File: src/rtl/mem_port_arbiter.sv
// Round-robin arbiter sharing one memory port between two requesters, with tagged read return.
// Optional perf counters behind MEM_ARB_PERF_CNT_EN; latency check skipped under UTOSS_RISCV_SYNTHESIS.
module mem_port_arbiter #(
   parameter int ADDR_W       = 32,
   parameter int DATA_W       = 32,
   parameter int READ_LATENCY = 1
) (
   input  logic                clk,
   input  logic                reset,
   input  logic                req0,
   input  logic [ADDR_W-1:0]   addr0,
   input  logic [DATA_W-1:0]   wdata0,
   input  logic [DATA_W/8-1:0] wstrb0,
   input  logic                req1,
   input  logic [ADDR_W-1:0]   addr1,
   input  logic [DATA_W-1:0]   wdata1,
   input  logic [DATA_W/8-1:0] wstrb1,
   output logic                gnt0,
   output logic                gnt1,
   output logic                rvalid0,
   output logic                rvalid1,
   output logic [DATA_W-1:0]   rdata,
   output logic [ADDR_W-1:0]   mem_addr,
   output logic [DATA_W-1:0]   mem_wdata,
   output logic [DATA_W/8-1:0] mem_we,
   output logic                mem_re,
   input  logic [DATA_W-1:0]   mem_rdata
`ifdef MEM_ARB_PERF_CNT_EN
   ,
   input  logic                perf_clr,
   output logic [31:0]         perf_gnt0,
   output logic [31:0]         perf_gnt1,
   output logic [31:0]         perf_conflict
`endif
);

   localparam int STRB_W = DATA_W / 8;

`ifndef UTOSS_RISCV_SYNTHESIS
   generate
      if (READ_LATENCY < 1 || READ_LATENCY > 4) begin : g_bad_latency
         $fatal(1, "mem_port_arbiter: READ_LATENCY must be within 1..4");
      end
   endgenerate
`endif

   logic                    last_grant_r;
   logic [READ_LATENCY-1:0] valid_r;
   logic [READ_LATENCY-1:0] port_r;
   logic                    gnt0_s;
   logic                    gnt1_s;
   logic [ADDR_W-1:0]       mem_addr_s;
   logic [DATA_W-1:0]       mem_wdata_s;
   logic [STRB_W-1:0]       mem_we_s;
   logic                    mem_re_s;

   // Grant decision: a lone requester wins, a conflict goes to the port that did not win last.
   always_comb begin
      gnt0_s = 1'b0;
      gnt1_s = 1'b0;
      if (reset) begin
         gnt0_s = req0 && (!req1 || last_grant_r);
         gnt1_s = req1 && (!req0 || !last_grant_r);
      end else begin
         gnt0_s = 1'b0;
         gnt1_s = 1'b0;
      end
   end

   // Steer the granted port onto the memory bus; idle bus is all zero.
   always_comb begin
      mem_addr_s  = {ADDR_W{1'b0}};
      mem_wdata_s = {DATA_W{1'b0}};
      mem_we_s    = {STRB_W{1'b0}};
      mem_re_s    = 1'b0;
      case ({gnt1_s, gnt0_s})
         2'b01: begin
            mem_addr_s  = addr0;
            mem_wdata_s = wdata0;
            mem_we_s    = wstrb0;
            mem_re_s    = (wstrb0 == {STRB_W{1'b0}});
         end
         2'b10: begin
            mem_addr_s  = addr1;
            mem_wdata_s = wdata1;
            mem_we_s    = wstrb1;
            mem_re_s    = (wstrb1 == {STRB_W{1'b0}});
         end
         default: begin
            mem_addr_s  = {ADDR_W{1'b0}};
            mem_wdata_s = {DATA_W{1'b0}};
            mem_we_s    = {STRB_W{1'b0}};
            mem_re_s    = 1'b0;
         end
      endcase
   end

   // Round-robin history and the read-return tag pipeline.
   always_ff @(posedge clk or negedge reset) begin
      if (!reset) begin
         last_grant_r <= 1'b1;
         valid_r      <= {READ_LATENCY{1'b0}};
         port_r       <= {READ_LATENCY{1'b0}};
      end else begin
         if (gnt0_s) begin
            last_grant_r <= 1'b0;
         end else if (gnt1_s) begin
            last_grant_r <= 1'b1;
         end
         valid_r[0] <= mem_re_s;
         port_r[0]  <= gnt1_s;
         for (int i = 1; i < READ_LATENCY; i++) begin
            valid_r[i] <= valid_r[i-1];
            port_r[i]  <= port_r[i-1];
         end
      end
   end

   assign gnt0      = gnt0_s;
   assign gnt1      = gnt1_s;
   assign mem_addr  = mem_addr_s;
   assign mem_wdata = mem_wdata_s;
   assign mem_we    = mem_we_s;
   assign mem_re    = mem_re_s;
   assign rvalid0   = valid_r[READ_LATENCY-1] && !port_r[READ_LATENCY-1];
   assign rvalid1   = valid_r[READ_LATENCY-1] &&  port_r[READ_LATENCY-1];
   assign rdata     = mem_rdata;

`ifdef MEM_ARB_PERF_CNT_EN
   logic [31:0] perf_gnt0_r;
   logic [31:0] perf_gnt1_r;
   logic [31:0] perf_conflict_r;

   // Grant and conflict counters; a clear beats a same-cycle increment.
   always_ff @(posedge clk or negedge reset) begin
      if (!reset) begin
         perf_gnt0_r     <= 32'd0;
         perf_gnt1_r     <= 32'd0;
         perf_conflict_r <= 32'd0;
      end else if (perf_clr) begin
         perf_gnt0_r     <= 32'd0;
         perf_gnt1_r     <= 32'd0;
         perf_conflict_r <= 32'd0;
      end else begin
         if (gnt0_s) perf_gnt0_r <= perf_gnt0_r + 32'd1;
         if (gnt1_s) perf_gnt1_r <= perf_gnt1_r + 32'd1;
         if (req0 && req1) perf_conflict_r <= perf_conflict_r + 32'd1;
      end
   end

   assign perf_gnt0     = perf_gnt0_r;
   assign perf_gnt1     = perf_gnt1_r;
   assign perf_conflict = perf_conflict_r;
`endif

endmodule

File: config.mk
export PLATFORM = sky130hd
export DESIGN_NAME = mem_port_arbiter
export DESIGN_NICKNAME = d
export VERILOG_FILES = /design/src/rtl/mem_port_arbiter.sv
export SDC_FILE = /design/constraint.sdc
export NUM_CORES = 1
export LEC_CHECK = 0
export CORE_AREA = 2 2 108 110
export CTS_CLUSTER_DIAMETER = 120
export DETAILED_ROUTE_END_ITERATION = 10
export DIE_AREA = 0 0 110 112
export HOLD_SLACK_MARGIN = 0.06
export PLACE_DENSITY = 0.59
export SYNTH_ARGS = -nofsm -noshare
export SYNTH_HDL_FRONTEND = slang
export SYNTH_SLANG_ARGS = --single-unit
File: constraint.sdc
create_clock -name clk -period 2.5 [get_ports clk]
set_input_delay 0.25 -clock clk [delete_from_list [all_inputs] [get_ports clk]]
set_output_delay 0.25 -clock clk [all_outputs]
set_load 0.05 [all_outputs]
* Word level (Yosys, flattened, before mapping) *
Cells that the tools add are included.

operators by class
  add/sub/neg operators = 0
  multipliers = 0
  divide/modulo/power cells = 0
  order comparisons = 0
  eq/ne operators = 2
  shift-type cells = 0
  muxes and demuxes = 8
  bitwise gates (word level) = 0
  reduce and logical (&&, ||, !) cells = 13

operators with widths
  operator              number
  $pmux W32 S2          2
  $logic_not A4 Y1      2
  $pmux W4 S2           1
  $logic_and A1 B1 Y1   4
  $logic_not A1 Y1      4
  $mux W1               4
  $eq A2 B1 Y1 const B  1
  $eq A2 B2 Y1 const B  1
  $logic_or A1 B1 Y1    2
  $pmux W1 S2           1
  $reduce_bool A2 Y1    1

word-level totals
  register bits = 3
  bits in latches = 0
  RAM bits = 0
  bits in read-only memories = 0
  input port bits = 172
  output and inout bits = 105
  word-level logic and storage cells = 26
  memories kept = 0

* Depth between registers and ports, before layout *
Gate-level depths: netlist of run 1.

  depth in word-level cells = 6
  depth in mapped cells = 8
  gate-level depth less buffers = 5

* Least setup slack after synthesis of run 1 *
OpenSTA, ideal clock, no wires.

  path type = reg-to-output
  start = register last_grant_r
  end = output port mem_re
  arrival = 2.808 ns
  data required time = 2.250 ns
  setup slack = -0.558 ns
  stages on the path, launching flop included = 9
  buffers on the path = 3
  cell sequence = dfstp_2 > nor2b_1 > nor2_1 > ha_1 > buf_4 > buf_6 > buf_2 > nand2_1 > o22ai_1

between the ends
  elaborated cells between the ends (all ways) = 10
  classes of those cells = eq/ne: 2; mux: 3; reduce/logical: 5

RTL lines
  element                                              RTL line  RTL
  start: declaration                                   47        logic last_grant_r;
  start signal: assignment                             101       last_grant_r <= 1'b1;
  start signal: assignment                             106       last_grant_r <= 1'b0;
  start signal: assignment                             108       last_grant_r <= 1'b1;
  $logic_or A1 B1 Y1 *                                 62        gnt0_s = req0 && (!req1 || last_grant_r);
  $logic_and A1 B1 Y1 *                                62
  $mux W1 *                                            61        if (reset) begin
  named net gnt0                                       18        output logic gnt0,
  $eq A2 B2 Y1 / $eq A2 B1 Y1 (equally long branches)  76        case ({gnt1_s, gnt0_s})
  $pmux W1 S2 *                                        76
  end: declaration                                     26        output logic mem_re,

Mark *: on every way through the listed nets, which the timed path passes. The rest lies on a longest branch.

* Worst setup path in the final report of run 1 *
  start = input port reset
  end = output port mem_re

between the ends
  longest elaborated chain between the ends = 3
  elaborated cells between the ends (all ways) = 5
  classes of those cells = eq/ne: 2; mux: 3

RTL lines
  element                                              RTL line  RTL
  start: declaration                                   9         input logic reset,
  $mux W1                                              61
  $eq A2 B2 Y1 / $eq A2 B1 Y1 (equally long branches)  76
  $pmux W1 S2 *                                        76

Every way passes the cells marked *; elsewhere a longest branch is shown, timed or not.

==> results.ini, run 1 <==
[sta]
final_max_slew_viol_count=0
finalCritPeriodShare=0.957
grt_setup_unrepaired=no
worstMarginPinSlew_ps=523
fin_skew_ps=1.18
tns_ps=0
slew_headroom=0.650
setup_viol=0
hold_viol_final=0
min_period_ps=2390
max_freq_mhz=418

[yosys]
synth_top_family_by_area=compound AO/OA/AOI/OAI gates
ys_warn_count=0
yosysSeqAreaShare=0.0507
synth_fa_ha_area_frac=0.0249
syn_area_um2=1510
synthCells=213
synth_nets=388
yosys.area_share.xor_xnor=0
synth.avg_cell_area_um2=7.07
synth.distinct_cells=19
synth_compound_area_frac=0.349
ys_ff_latch=3
synthMuxAreaShare=0
yosys.area_share.simple=0.333

[detailed_routing]
totalWireLength_mm=8.38
firstDrtPassIters=4
drt_iter0_markers=87
ant_nets=0
vias=2262
wire_per_inst_um=15.8
remaining_drc_errors=0
via_per_inst=4.28

[placed_design]
io_buffer_count=212
gp_congestion=0.748
numPlacedInstances=524
dp_hpwl_mm=6.90

[clocking]
cts_sinks=3
cts-buffers-inserted=3
h-tree-depth=1
insertion_delay_ps=220
clockBufferDepth=2
cts_tree=done
path_clk_slew_ps=30
postCtsSetupBuffers=0
cts-root-buf=clkbuf_16

[setup_path]
critPathMaxStageDelay_ps=500
cp.arrival_ps=2140
path_buf_inv=3
critPathLaunchType=input pin
path_max_fanout=18
critPathLaunch=reset
r2r-start=last_grant_r
critPathTopFamily=buffers and inverters
cp-end-kind=primary output
crit_required_ps=2250
path_class=in2out
slowest_stage=clkdlybuf4s50_1
crit_chain=clkdlybuf4s50_1 -> nand2_1 -> or2_2 -> ha_4 -> buf_12 -> nand2_1 -> o22ai_2 -> buf_12

[layout]
drive_gt1_frac=0.417
diodes=0
fin_cells=529
final_common_cell=clkdlybuf4s50_1
finalNetCount=562
area_delta_synth_final_pct=206
fillers=1097
most-common-layout-cells=141 x clkdlybuf4s50_1, 74 x buf_12, 68 x a22oi_1

[global_route]
grt_max_degree=37
grt_usage=0.122
grt_pass1_wl_mm=12.1
antenna_found_initial=0
grt_pass1_vias=2387
grt.overflow.total=0

[die]
start_util=0.135
die-area_um2=12300
io_pins=277
fp.dieW_um=110
core_area_um2=11200
die_y_um=112
num_rows=39

[pwr]
power_density_nw_per_um2=273
irDropWorstVdd_mv=0.239
p_leak_nw=1.57

[flow_run]
drv_cap=0

[min_path]
min_path_type=in2async

[run_status]
status=completed

[path summary, 6_finish.rpt]
kind	end	slack (ps)	cells after the start
min reg2reg	last_grant_r	600	2
min	valid_r	360	2
min in group clk	rdata[10]	500	0
max in group asynchronous	last_grant_r	1950	2
max	mem_re	110	8
max reg2reg	valid_r	690	6
[report_power, final]
part	internal, W	switching [W]
logic	0.000537	0.000414
clock network	0.000210	0.0000399
registers	0.0000545	0.00000237
total	0.000802	0.000456
[flip-flops by register name (all words and copies together) (netlist names)]
name          flops
port_r            1
last_grant_r      1
valid_r           1
[Yosys cell counts]
master / n / share of area
ha_1: 3 / 0.025
buf_4: 34 / 0.17
or4_1: 2 / 0.010
and2_1: 1 / 0.0042
nand2_1: 4 / 0.010
and3_1: 1 / 0.0042
nand2b_1: 1 / 0.0042
buf_2: 12 / 0.040
nand3_1: 1 / 0.0033
dfrtp_1: 2 / 0.033
nor2b_1: 70 / 0.29
o22ai_1: 1 / 0.0042
clkbuf_1: 7 / 0.017
o31a_1: 1 / 0.0058
a22oi_1: 68 / 0.34
or2_2: 1 / 0.0042
buf_6: 2 / 0.015
nor2_1: 1 / 0.0025
dfstp_2: 1 / 0.017
[logic make-up after synthesis]
logic type | count (synthesis)
AND/OR/NAND/NOR | 82
AO/OA/AOI/OAI | 70
buffers and inverters | 55
adder cells (fa/ha/maj) | 3
flip-flops | 3
[repair_timing]
item,in CTS,in global routing
gates resized for setup,1,6
hold endpoints to repair,0,0
endpoints found under the setup margin,12,22
cloned,0,1
hold buffers,0,0
[area by class of cell]
class / instances / area [µm²] / share of cell area
clock buffers: 4 / 78.8 / 0.0171
repair buffers: 224 / 2990 / 0.649
flip-flops and latches: 3 / 76.3 / 0.0166
multi-input cells: 155 / 1280 / 0.278
well taps: 143 / 179 / 0.0389
[layer usage]
metal | wire length (µm) | global-route usage | part of all wire | up-vias
li1 | - | - | - | 1077
met1 | 2710 | 0.114 | 0.32 | 1035
met2 | 4500 | 0.244 | 0.54 | 122
met3 | 935 | 0.0375 | 0.11 | 28
met4 | 235 | 0.0346 | 0.028 | 0
met5 | 0 | 0 | 0 | -
[worst register-to-register path, stage by stage, from the launching register on]
cell and delay [ps]:
dfstp_2 530, nor2b_1 50, or2_2 330, ha_4 330, buf_12 150, nand2_1 70
o22ai_2 230
[through the flow]
step | instance area, µm² | utilization | hold slack, ps | total power (W) | setup WS [ps]
detailed placement | 4460 | 0.399 | 500 | 0.000988 | -10.9
floorplan | 1690 | - | -45.6 | 0.000612 | 180
global route | 4600 | 0.412 | 366 | 0.00132 | 41.5
finish | 4600 | 0.412 | 357 | 0.00126 | 108
global placement | 4460 | 0.399 | 500 | 0.000981 | 6.48
CTS | 4540 | 0.407 | 357 | 0.00124 | 19.8
(Power assumes the default switching activity.)
==> run 2, diff against run 1 <==
--- a/config.mk
+++ b/config.mk
@@ -10,7 +10,7 @@
 export DETAILED_ROUTE_END_ITERATION = 10
 export DIE_AREA = 0 0 110 112
 export HOLD_SLACK_MARGIN = 0.06
-export PLACE_DENSITY = 0.59
+export PLACE_DENSITY = 0.69
 export SYNTH_ARGS = -nofsm -noshare
 export SYNTH_HDL_FRONTEND = slang
 export SYNTH_SLANG_ARGS = --single-unit
==> run 2 against run 1 <==
Effect of this change:
- sequential cell count did not move
- clock skew hardly changed
- via count up 0.27%
- first-iteration DRC count is 6.9% lower
- register-to-register slack gained 140 ps
- global-route usage down 0.20 points
- sequential share of layout area about the same
- count of clock-buffer cells in the layout unchanged
- critical endpoint is now mem_we[0]
- highest routed layer unchanged
- sequential power about the same
==> results.ini, run 2 (same netlist as run 1, synthesis figures left out) <==
[run_status]
status=completed  ; unchanged

[clocking]
clockBufferDepth=2  ; unchanged
cts_sinks=3  ; unchanged
cts_tree=done  ; unchanged
h-tree-depth=1  ; unchanged
cts-buffers-inserted=3  ; unchanged
path_clk_slew_ps=30  ; about the same
cts-root-buf=clkbuf_16  ; unchanged
insertion_delay_ps=220  ; about the same

[sta]
hold_viol_final=0  ; unchanged
max_freq_mhz=420  ; was 418 MHz
slew_headroom=0.639  ; was 0.650
finalCritPeriodShare=0.953  ; was 0.957
fin_skew_ps=1.56  ; was 1.18 ps
final_max_slew_viol_count=0  ; unchanged
worstMarginPinSlew_ps=540  ; was 523 ps
tns_ps=0  ; unchanged
setup_viol=0  ; unchanged
min_period_ps=2380  ; was 2390 ps
grt_setup_unrepaired=no  ; unchanged
timing.hold.ws_ps=361  ; was 357 ps
worst_slack_ps=117  ; was 108 ps

[detailed_routing]
via_per_inst=4.30  ; was 4.28
firstDrtPassIters=4  ; unchanged
ant_nets=0  ; unchanged
remaining_drc_errors=0  ; unchanged
wire_per_inst_um=15.2  ; was 15.8 µm
vias=2268  ; was 2262
totalWireLength_mm=8.04  ; was 8.38 mm
drt_iter0_markers=81  ; was 87

[setup_path]
critPathTopFamily=buffers and inverters  ; unchanged
crit_required_ps=2250  ; about the same
r2r_end=valid_r  ; unchanged
path_class=in2out  ; unchanged
path_buf_inv=3  ; unchanged
rr_worst_depth=5  ; was 6
r2r_slack_ps=830  ; was 690 ps
path_max_fanout=36  ; was 18
cpMostUsedCell=buf_12
r2r-start=last_grant_r  ; unchanged
critPathLaunchType=input pin  ; unchanged
cp.arrival_ps=2130  ; was 2140 ps
crit_chain=clkdlybuf4s50_1 -> nand2_1 -> or2_2 -> ha_4 -> buf_12 -> a22oi_1 -> nor2b_2 -> buf_12  ; was clkdlybuf4s50_1 -> nand2_1 -> or2_2 -> ha_4 -> buf_12 -> nand2_1 -> o22ai_2 -> buf_12
critPathMaxStageDelay_ps=500  ; about the same
cp-end-kind=primary output  ; unchanged
slowest_stage=clkdlybuf4s50_1  ; unchanged

[global_route]
grt_max_degree=37  ; unchanged
grt_busiest_layer=met2  ; unchanged
grt_pass1_wl_mm=11.9  ; was 12.1 mm
grt.met2_usage=0.238  ; was 0.244
grt_pass1_vias=2422  ; was 2387
grt_usage=0.120  ; was 0.122
met1_usage=0.119  ; was 0.114
grt.overflow.total=0  ; unchanged
use_met3=0.0299  ; was 0.0375
antenna_found_initial=0  ; unchanged

[pwr]
irDropWorstVdd_mv=0.431  ; was 0.239 mV
p_leak_nw=1.56  ; was 1.57 nW
power_density_nw_per_um2=273  ; about the same

[layout]
utilization=0.411  ; was 0.412
finalNetCount=561  ; was 562
final_common_cell=clkdlybuf4s50_1  ; unchanged
drive_gt1_frac=0.416  ; was 0.417
most-common-layout-cells=141 x clkdlybuf4s50_1, 76 x buf_12, 68 x a22oi_1, 68 x nor2b_2, 6 x buf_4  ; was 141 x clkdlybuf4s50_1, 74 x buf_12, 68 x a22oi_1
area_delta_synth_final_pct=205  ; was 206%
reg.largest.list=last_grant_r x1, port_r x1, valid_r x1  ; unchanged
diodes=0  ; unchanged

[die]
io_pins=277  ; unchanged
start_util=0.135  ; unchanged
fp.dieW_um=110  ; unchanged
num_rows=39  ; unchanged
die-area_um2=12300  ; unchanged
core_area_um2=11200  ; unchanged
die_y_um=112  ; unchanged

[placed_design]
io_buffer_count=212  ; unchanged
dp_hpwl_mm=6.82  ; was 6.90 mm
dp_slack_ps=90.0  ; was -10.9 ps
gp_congestion=0.739  ; was 0.748

[min_path]
min_path_type=in2async  ; unchanged

[flow_run]
drv_cap=0  ; unchanged

## run 2: layer usage
metal,routed length (µm),up-vias
met1,2740,1040
met4,155,0
met5,0,-
li1,-,1077
met3,848,24
met2,4300,127
## run 2: repair_timing
action / 4_1_cts / 5_1_grt
resized for setup: 0 / 2
setup buffers: 0 / 0
setup endpoints to repair: 0 / 1
hold buffers: 0 / 0
## run 2: stage by stage
stage	instance area [µm²]	total power, W	instances
2_1_floorplan	1690	0.000612	213
3_3_place_gp	4490	0.000993	524
3_5_place_dp	4490	0.00100	524
4_1_cts	4570	0.00126	528
5_1_grt	4590	0.00131	528
6_report	4590	0.00125	528
## run 2: how the worst max path moves through the flow
stage / to / cells after the start / slack [ps] / from
6_report: mem_we[0] / 8 / 120 / reset
3_5_place_dp: mem_addr[4] / 7 / 90 / reset
4_1_cts: mem_addr[4] / 7 / 80 / reset
3_3_place_gp: mem_we[0] / 8 / 70 / reset
2_1_floorplan: mem_addr[15] / 8 / 180 / last_grant_r
5_1_grt: mem_we[0] / 8 / 10 / reset
## run 2: final cells by class
cell class,count,area [µm²]
Tap cell,143,179
Clock buffer,4,78.8
Timing Repair Buffer,223,2980
Fill cell,1065,6590
Multi-Input combinational cell,155,1280
Sequential cell,3,76.3
## run 2: report_power, final
group	internal (W)	switching, W
combinational	0.000533	0.000409
clock	0.000211	0.0000444
sequential	0.0000545	0.00000222
total	0.000798	0.000456
==> run 3, diff against run 2 <==
==> config.mk (replaced) <==
export PLATFORM = sky130hd
export DESIGN_NAME = mem_port_arbiter
export DESIGN_NICKNAME = d
export VERILOG_FILES = /design/src/rtl/mem_port_arbiter.sv
export SDC_FILE = /design/constraint.sdc
export NUM_CORES = 1
export LEC_CHECK = 0
export ABC_AREA = 1
export CORE_AREA = 2 2 107 109
export CTS_CLUSTER_DIAMETER = 120
export DETAILED_ROUTE_END_ITERATION = 10
export DIE_AREA = 0 0 109 111
export HOLD_SLACK_MARGIN = 0.06
export PLACE_DENSITY = 0.72
export SYNTH_ARGS = -nofsm -noshare
export SYNTH_HDL_FRONTEND = slang
export SYNTH_SLANG_ARGS = --single-unit
==> constraint.sdc (replaced) <==
create_clock -name clk -period 1.9 [get_ports clk]
set_input_delay 0.19 -clock clk [delete_from_list [all_inputs] [get_ports clk]]
set_output_delay 0.19 -clock clk [all_outputs]
set_load 0.05 [all_outputs]
==> run 3 against run 2 <==
Effect of this change:
- the flow now finishes with violations (negative setup slack)
- register-to-register slack lost 840 ps
- combinational power grew 87%
- largest power group unchanged
- die area fell by 1.8%
- routed wire length is 33% higher
- non-clock buffer count is 32 higher
- utilization is 9.4 points higher
- count of clock-buffer cells in the layout did not move
- clock skew hardly changed
- setup slack got worse by 420 ps
- power is 74% higher
- critical path type is now reg2out
- sequential share of layout area shrank 0.30 points
- sequential power up 43%
==> results.ini, run 3 <==
[yosys]
synth_top_cell_by_area=nand2_1  ; was a22oi_1
synth.avg_cell_area_um2=5.24  ; was 7.07 µm²
synth_nets=462  ; was 388
synthCells=287  ; was 213
syn_area_um2=1510  ; unchanged
synth_edf_count=0  ; unchanged
yosysSeqAreaShare=0.0507  ; unchanged
netlist_top_cells_count=131 x nand2_1, 59 x a21oi_1, 35 x buf_4  ; was 70 x nor2b_1, 68 x a22oi_1, 34 x buf_4
synth_top_area_share=0.327  ; was 0.339
synth_area_leaders=nand2_1 33%, a21oi_1 20%, buf_4 17%  ; was a22oi_1 34%, nor2b_1 29%, buf_4 17%
ys_warn_count=0  ; unchanged
yosys_most_used_dff=dfrtp_1  ; unchanged
synth.distinct_cells=17  ; was 19
ys_ff_latch=3  ; unchanged
synth.most_common_cell=nand2_1  ; was nor2b_1
synth-async-reset-ratio=1.00  ; unchanged

[global_route]
grt.overflow.total=0  ; unchanged
antenna_found_initial=0  ; unchanged
grt_usage=0.157  ; was 0.120
grt_max_degree=35  ; was 37
grt_pass1_vias=3017  ; was 2422
grt_pass1_wl_mm=14.9  ; was 11.9 mm

[setup_path]
path_max_fanout=9  ; was 36
critPathMaxStageDelay_ps=540  ; was 500 ps
critPathLaunchType=flip-flop  ; was input pin
cp.arrival_ps=2010  ; was 2130 ps
crit_chain=inv_2 -> nand2_2 -> nand3_4 -> buf_6 -> ha_4 -> inv_8 -> buf_16 -> a21oi_4 -> buf_12  ; was clkdlybuf4s50_1 -> nand2_1 -> or2_2 -> ha_4 -> buf_12 -> a22oi_1 -> nor2b_2 -> buf_12
r2r_slack_ps=-10  ; was 830 ps
slowest_stage=dfstp_2  ; was clkdlybuf4s50_1
cp-end-kind=primary output  ; unchanged
crit_required_ps=1710  ; was 2250 ps
path_class=reg2out  ; was in2out

[layout]
finalNetCount=668  ; was 561
final_area_um2=5590  ; was 4590 µm²
utilization=0.505  ; was 0.411
reg.largest.list=last_grant_r x1, port_r x1, valid_r x1  ; unchanged
most-common-layout-cells=138 x clkdlybuf4s50_1, 93 x nand2_1, 69 x a21oi_4  ; was 141 x clkdlybuf4s50_1, 76 x buf_12, 68 x a22oi_1, 68 x nor2b_2, 6 x buf_4
drive_gt1_frac=0.498  ; was 0.416
final_common_cell=clkdlybuf4s50_1  ; unchanged
diodes=0  ; unchanged
area_delta_synth_final_pct=271  ; was 205%

[sta]
hold_viol_final=0  ; unchanged
worstMarginPinSlew_ps=528  ; was 540 ps
fin_skew_ps=1.46  ; was 1.56 ps
grt_setup_unrepaired=yes  ; was no
max_freq_mhz=454
min_period_ps=2200
slew_headroom=0.647  ; was 0.639
worst_slack_ps=-301  ; was 117 ps
setup_viol=70  ; was 0
final_max_slew_viol_count=0  ; unchanged
finalCritPeriodShare=1.16
tns_ps=-18370  ; was 0 ps

[placed_design]
place_area_um2=4690  ; was 4490 µm²
gp_congestion=0.772  ; was 0.739
dp_slack_ps=-259  ; was 90.0 ps
io_buffer_count=212  ; unchanged
dp_hpwl_mm=7.28  ; was 6.82 mm

[detailed_routing]
ant_nets=0  ; unchanged
wl_met1_mm=3.66  ; was 2.74 mm
vias=2770  ; was 2268
totalWireLength_mm=10.7  ; was 8.04 mm
dr_wl_met2_mm=5.89  ; was 4.30 mm
firstDrtPassIters=4  ; unchanged
topRoutingLayerUsed=met4  ; unchanged
drt_iter0_markers=108  ; was 81
wire_per_inst_um=16.8  ; was 15.2 µm
via_per_inst=4.36  ; was 4.30
remaining_drc_errors=0  ; unchanged
met3_length_um=920  ; was 848 µm

[pwr]
irDropWorstVdd_mv=0.257  ; was 0.431 mV
power_density_nw_per_um2=390  ; was 273 nW/µm²
p_total_w=0.00218  ; was 0.00125 W
p_leak_nw=1.87  ; was 1.56 nW

[clocking]
insertion_delay_ps=230  ; was 220 ps
path_clk_slew_ps=30  ; about the same
ctsHoldBuffers=0  ; unchanged
h-tree-depth=1  ; unchanged
cts_tree=done  ; unchanged
clockBufferDepth=2  ; unchanged
cts_sinks=3  ; unchanged
cts-buffers-inserted=3  ; unchanged
cts-root-buf=clkbuf_16  ; unchanged

[flow_run]
drv_cap=0  ; unchanged

[die]
num_rows=39  ; unchanged
die-area_um2=12100  ; was 12300 µm²
die_y_um=111  ; was 112 µm
core_area_um2=11100  ; was 11200 µm²
start_util=0.136  ; was 0.135
io_pins=277  ; unchanged
fp.dieW_um=109  ; was 110 µm

[min_path]
min_path_type=in2async  ; unchanged

[run_status]
status=finished with violations  ; was completed
failed_checks=negative setup slack

[run 3: cell count changes after synthesis, sizes merged, moves of 2 or more]
| cell | previous run | this run |
|---|---|---|
| nor2 | 1 | 5 |
| inv | 0 | 7 |
| clkbuf | 7 | 5 |
| a21oi | 0 | 69 |
| or4 | 2 | 0 |
| a22oi | 68 | 0 |
| nor2b | 70 | 0 |
| nand3 | 1 | 4 |
| nand2 | 4 | 140 |
| buf | 48 | 50 |
[run 3: cells by family (layout without fill, tap and decap cells)]
group	after synthesis	after routing	share of synthesized area
AO/OA/AOI/OAI	70	70	0.258
AND/OR/NAND/NOR	149	149	0.390
flip-flops	3	3	0.0507
buffers and inverters	62	267	0.277
adder cells (fa/ha/maj)	3	3	0.0249
[run 3: stage by stage]
step	hold slack, ps	cells
after CTS	152	626
after floorplan	-106	287
after detailed placement	380	607
after global placement	380	607
after global routing	187	635
final	153	635
[run 3: worst paths after layout]
path / from / endpoint / cells past startpoint
setup / recovery: last_grant_r / mem_re / 9
hold / removal: reset / valid_r / 2
setup reg to reg: last_grant_r / valid_r / 10
hold reg to reg: last_grant_r / last_grant_r / 2
max in group asynchronous: reset / last_grant_r / 2
min in group clk: mem_rdata[6] / rdata[6] / 0
[run 3: cell type report]
cell class | count | area (µm²)
repair inverters | 1 | 8.76
flip-flops and latches | 3 | 76.3
well taps | 143 | 179
clock buffers | 4 | 78.8
repair buffers | 255 | 3270
fillers | 981 | 5490
multi-input cells | 222 | 1940
inverters | 7 | 41.3
[run 3: timing repair]
action	in CTS	in global routing
pin swaps	11	10
buffers inserted	9	1
setup endpoints to repair	69	70
resized for setup	92	15
cloned	7	8
[run 3: worst max-delay path: cells and delay by family (launching register included)]
family	cells	cell delay [ps]
buf+inv	5	600
simple gates	2	170
flops	1	540
compound gates	1	160
fa+ha+maj	1	320
[run 3: routing by layer]
layer | track usage | up-vias
li1 | - | 1297
met1 | 0.152 | 1299
met2 | 0.315 | 148
met3 | 0.0400 | 26
met4 | 0.0453 | 0
met5 | 0 | -
[run 3: power by group]
part           total [W]  internal [W]  switching, W  leakage, nW
Clock           0.000342      0.000278     0.0000642       0.0382
Sequential     0.0000808     0.0000750    0.00000582       0.0377
Combinational    0.00176      0.000866      0.000892         1.80
Total            0.00218       0.00122      0.000962         1.87
